## src/rtl/fetch_ctrl.sv

```systemverilog
`default_nettype none
// ============================================================================
// Module      : fetch_ctrl
// Description : IF-stage sequencer. Runs the boot hold, the instruction-memory
//               request/acknowledge handshake, hazard stalls and redirects.
// Revision    : 1.0 - initial release
// ============================================================================
module fetch_ctrl #(
    parameter int unsigned BOOT_CYCLES = 4,
    parameter logic [31:0] RESET_PC    = 32'h0000_0000,
    parameter logic [31:0] PC_STEP     = 32'd4
) (
    input  logic        clk,
    input  logic        rst,
    input  logic        stall_hz,
    input  logic        redirect_valid,
    input  logic [31:0] redirect_pc,
    input  logic [31:0] pc_cur,
    output logic        imem_req,
    output logic [31:0] imem_addr,
    input  logic        imem_ack,
    input  logic [31:0] imem_rdata,
    output logic        start,
    output logic        stallF,
    output logic        flushF,
    output logic [31:0] pc_restore,
    output logic [31:0] pc_next,
    output logic        instr_valid,
    output logic [31:0] instr_out,
    output logic        boot_done
);

    typedef enum logic [1:0] {
        ST_BOOT  = 2'd0,
        ST_INIT  = 2'd1,
        ST_FETCH = 2'd2,
        ST_WAIT  = 2'd3
    } state_t;

    localparam logic [7:0] C_BOOT_LAST = 8'(BOOT_CYCLES - 1);

    state_t      state_q, state_d;
    logic [7:0]  boot_cnt_q, boot_cnt_d;
    logic        pend_q, pend_d;
    logic [31:0] pend_pc_q, pend_pc_d;

    always_ff @(posedge clk) begin
        if (rst) begin
            state_q    <= ST_BOOT;
            boot_cnt_q <= C_BOOT_LAST;
            pend_q     <= 1'b0;
            pend_pc_q  <= '0;
        end else begin
            state_q    <= state_d;
            boot_cnt_q <= boot_cnt_d;
            pend_q     <= pend_d;
            pend_pc_q  <= pend_pc_d;
        end
    end

    always_comb begin
        state_d     = state_q;
        boot_cnt_d  = boot_cnt_q;
        pend_d      = pend_q;
        pend_pc_d   = pend_pc_q;
        start       = 1'b0;
        imem_req    = 1'b0;
        stallF      = 1'b0;
        flushF      = 1'b0;
        pc_restore  = RESET_PC;
        instr_valid = 1'b0;

        case (state_q)
            ST_BOOT: begin
                start = 1'b1;
                if (boot_cnt_q == 8'd0) begin
                    state_d = ST_INIT;
                end else begin
                    boot_cnt_d = boot_cnt_q - 8'd1;
                end
            end

            ST_INIT: begin
                flushF  = 1'b1;
                state_d = ST_FETCH;
            end

            ST_FETCH: begin
                if (redirect_valid && imem_ack) begin
                    imem_req   = 1'b1;
                    flushF     = 1'b1;
                    pc_restore = redirect_pc;
                end else if (redirect_valid && !stall_hz) begin
                    // Request is already on the bus; the target waits for its ack.
                    imem_req  = 1'b1;
                    stallF    = 1'b1;
                    pend_d    = 1'b1;
                    pend_pc_d = redirect_pc;
                    state_d   = ST_WAIT;
                end else if (redirect_valid) begin
                    flushF     = 1'b1;
                    pc_restore = redirect_pc;
                end else if (stall_hz) begin
                    stallF = 1'b1;
                end else begin
                    imem_req = 1'b1;
                    if (imem_ack) begin
                        instr_valid = 1'b1;
                    end else begin
                        stallF  = 1'b1;
                        state_d = ST_WAIT;
                    end
                end
            end

            ST_WAIT: begin
                imem_req = 1'b1;
                if (imem_ack) begin
                    state_d = ST_FETCH;
                    pend_d  = 1'b0;
                    if (pend_q || redirect_valid) begin
                        flushF     = 1'b1;
                        pc_restore = redirect_valid ? redirect_pc : pend_pc_q;
                    end else begin
                        instr_valid = 1'b1;
                        stallF      = stall_hz;
                    end
                end else begin
                    stallF = 1'b1;
                    if (redirect_valid) begin
                        pend_d    = 1'b1;
                        pend_pc_d = redirect_pc;
                    end
                end
            end

            default: state_d = ST_BOOT;
        endcase
    end

    assign imem_addr = pc_cur;
    assign pc_next   = pc_cur + PC_STEP;
    assign instr_out = imem_rdata;
    assign boot_done = (state_q == ST_FETCH) || (state_q == ST_WAIT);

endmodule
`default_nettype wire

```

## config.mk

```make
export PLATFORM = sky130hd
export DESIGN_NAME = fetch_ctrl
export DESIGN_NICKNAME = d
export VERILOG_FILES = /design/src/rtl/fetch_ctrl.sv
export SDC_FILE = /design/constraint.sdc
export NUM_CORES = 1
export LEC_CHECK = 0
export ABC_CLOCK_PERIOD_IN_PS = 2300
export CAP_MARGIN = 25
export CORE_MARGIN = 5
export CORE_UTILIZATION = 34
export CTS_CLUSTER_DIAMETER = 30
export DETAILED_ROUTE_END_ITERATION = 8
export HOLD_SLACK_MARGIN = 0.02
export PLACE_DENSITY = 0.81
export RECOVER_POWER = 25
export SYNTH_ARGS = -nofsm -noshare
export SYNTH_HDL_FRONTEND = slang
export SYNTH_SLANG_ARGS = --single-unit
```

## constraint.sdc

```tcl
create_clock -name clk -period 2.3 [get_ports clk]
set_input_delay 0.23 -clock clk [delete_from_list [all_inputs] [get_ports clk]]
set_output_delay 0.23 -clock clk [all_outputs]
set_load 0.05 [all_outputs]
```

==> key figures <==
Timing
  • FMAX: 440.9 MHz
  • Final setup viols: 0
  • Fin. max-slew vios: 0
  • Worst slew pin tran: 642.9 ps
  • Unrepaired setup endpoints after global routing: yes
  • Headroom to the max-slew limit: 57.32%
  • Setup Skew: 3.637 ps
  • Final period util: 98.61%
  • Post-layout minimum cycle time: 2268 ps
  • Fin. Hold Viols: 0
  • Post-route setup TNS: 0 ps

Final layout
  • Non-Filler Instances: 640
  • N_diodes: 0
  • Layout net count: 635
  • Layout cells sized above 1: 25.75%
  • P&R area growth vs syn: 77.37%

Logic synthesis
  • Main flop type after synthesis: dfxtp_1
  • Register area share after synthesis: 27.96%
  • Yosys Warn Count: 0
  • #FFs+latches synth: 43
  • Cell Area, Synth: 0.003079 sq mm
  • Largest cells by area after synthesis: dfxtp_1, buf_4, nand2_1, a22o_1, xnor2_1
  • Syn avg cell area: 7.584 sq um
  • Synth Instances: 406
  • Top cell type's share of synthesized area: 27.96%
  • Yosys top cell by area: dfxtp_1
  • Syn Nets: 510
  • Most common cell in the synthesized netlist: nand2_1
  • Post-synthesis cell type count: 36
  • Synth top cells by count: nand2_1, buf_4, dfxtp_1
  • Post-synth EDFFs: 0
  • Ys async rst share: 0%

Place
  • Cells after DPL: 630
  • Final GP Congestion: 0.8452
  • Post-DP HPWL: 8.654 mm
  • IO Port Bufs: 164

Setup path
  • Reg2reg end: boot_cnt_q[1]$_SDFFE_PP1P_
  • Crit path max-delay cell type: clkdlybuf4s50_1
  • Critical path startpoint category: input port
  • WS Path Type: input port to primary output
  • Crit path DAT: 2040 ps
  • Worst path cell trace: clkdlybuf4s50_1 -> nand4_1 -> buf_4 -> nor4_4 -> buf_4 -> nand4_1 -> xnor2_2 -> buf_12
  • Setup crit end kind: primary output
  • Worst Reg-to-Reg Cells: 6
  • Crit-path max FO: 7
  • Delay of the slowest critical-path stage: 490 ps
  • Critical Path RT: 2070 ps
  • Worst R2R Setup Slack: 460 ps
  • Worst flop-to-flop path startpoint: boot_cnt_q[0]$_SDFFE_PP1P_

Hold path
  • Hold Path Stages: 0
  • Hold path start: imem_rdata[10]
  • Hold Path Sink: instr_out[10]
  • Worst Hold Class: input port to primary output

Route
  • Total Routed Length: 10.83 mm
  • Detail Route Antenna Nets: 0
  • Wire per inst: 16.92 um
  • Via density: 5.248
  • Vias: 3359
  • DRC: 0
  • Drt pass-1 iters: 4
  • Drt first-iter violations: 90

Die
  • Die area: 0.01106 sq mm
  • Initial Util: 35.14%
  • Placeable Area: 0.008763 sq mm
  • Die height: 105.2 um
  • Top Ports: 235
  • Die W: 105.2 um
  • Rows: 34

Global routing
  • Pin count of the biggest net entering global routing: 34
  • First-pass GRT wire length: 17.11 mm
  • GRT Util Overall: 18.62%
  • Number of global-route vias before repair: 3404
  • Initial antenna violation count: 0
  • Grt total ovfl: 0

Power and ir drop
  • PwrDens: 489.8 mW/mm^2
  • Tot Pwr: 2.675 mW
  • P_leak: 2.180 nW
  • Peak VDD IR: 0.0004724 V

Clock tree
  • Sink Count: 43
  • Worst-Skew Late Latency: 290 ps
  • Max Root-Sink Buffers: 2
  • Number of H-tree levels: 2
  • Clock root buffer: clkbuf_8
  • CTS Buf Count: 5
  • CTS tree: done

Job
  • Max Cap Viol: 0

Run status
  • Outcome: completed
[placed cells by master, fill, tap and decap left out, types with 2 or more instances in the layout]
| master | instances |
|---|---|
| nand3_1 | 12 |
| dlymetal6s2s_1 | 4 |
| xnor2_2 | 10 |
| o211ai_1 | 3 |
| nor4_4 | 2 |
| a21oi_1 | 37 |
| nor2b_1 | 3 |
| xnor2_1 | 16 |
| nor2_2 | 2 |
| clkdlybuf4s50_1 | 89 |
| clkbuf_1 | 5 |
| buf_6 | 2 |
| nand2_1 | 79 |
| a22o_1 | 32 |
| buf_4 | 42 |
| dfxtp_1 | 43 |
| ha_1 | 3 |
| and3_1 | 5 |
| nor4_1 | 4 |
| buf_12 | 66 |
| inv_1 | 6 |
| nand4_1 | 15 |
| nor2_1 | 17 |
| clkbuf_8 | 6 |
| xor2_1 | 7 |
[report_power, final]
group | switching [mW] | leakage, nW | internal, mW
logic | 0.657 | 1.77 | 0.539
registers | 0.0537 | 0.347 | 0.796
clock network | 0.272 | 0.0618 | 0.357
[area by class of cell]
type / instances / area [sq um]
clock buffers: 6 / 82.58
flip-flops and latches: 43 / 860.8
repair buffers: 209 / 2629
fillers: 700 / 3302
inverters: 6 / 22.52
multi-input cells: 266 / 1693
well taps: 108 / 135.1
clock inverters: 2 / 38.79
[critical path, delay by kind of cell]
family                 cells  cell delay, ps
buffers and inverters      4            1030
XOR/XNOR                   1             270
AND/OR/NAND/NOR            3             490
[worst max-delay path by stage]
stage	from	to	slack, ps
2_1_floorplan	pc_cur[2]	pc_next[20]	20
3_3_place_gp	pc_cur[15]	pc_next[27]	30
3_5_place_dp	pc_cur[15]	pc_next[25]	-40
4_1_cts	pc_cur[15]	pc_next[25]	-20
5_1_grt	pc_cur[9]	pc_next[25]	-50
6_report	pc_cur[9]	pc_next[25]	30
[kinds of logic after synthesis]
| group | Yosys count | synth area share (%) |
|---|---|---|
| and+or+nand+nor | 149 | 23.20 |
| buffers and inverters | 97 | 20.03 |
| AOI/OAI and AO/OA | 80 | 17.88 |
| DFF | 43 | 27.96 |
| xor gates and xnor gates | 33 | 9.387 |
| adders and majority gates | 3 | 1.219 |
| muxes | 1 | 0.3251 |
[stage by stage]
stage          util (%)  worst slack (ps)  area [sq um]  hold slack, ps
2_1_floorplan         -             21.65          3117           366.0
6_report          62.32             32.03          5461           460.0
4_1_cts           62.01            -15.30          5434           460.3
3_3_place_gp      60.28             26.49          5283           441.6
3_5_place_dp      60.28            -39.44          5283           451.2
5_1_grt           62.32            -45.41          5461           460.1
[timing repair]
item                                    in CTS  in global routing
gates cloned                                 0                  0
resized for setup                            4                  8
endpoints found under the setup margin       4                 15
pin swaps                                    0                  5
hold buffers                                 0                  0
setup buffers                                0                  2
[routing by layer]
| layer | vias to the layer above | track usage, % | routed length (um) |
|---|---|---|---|
| li1 | 1579 | - | - |
| met3 | 21 | 8.755 | 1414 |
| met1 | 1567 | 19.92 | 3872 |
| met4 | 0 | 5.753 | 187 |
| met5 | - | 0 | 0 |
| met2 | 192 | 32.46 | 5357 |
[sequential cells by signal, summed over array words and instances (netlist names)]
name and flops:
pend_pc_q 32, boot_cnt_q 8, state_q 2, pend_q 1
(Power assumes the default switching activity.)
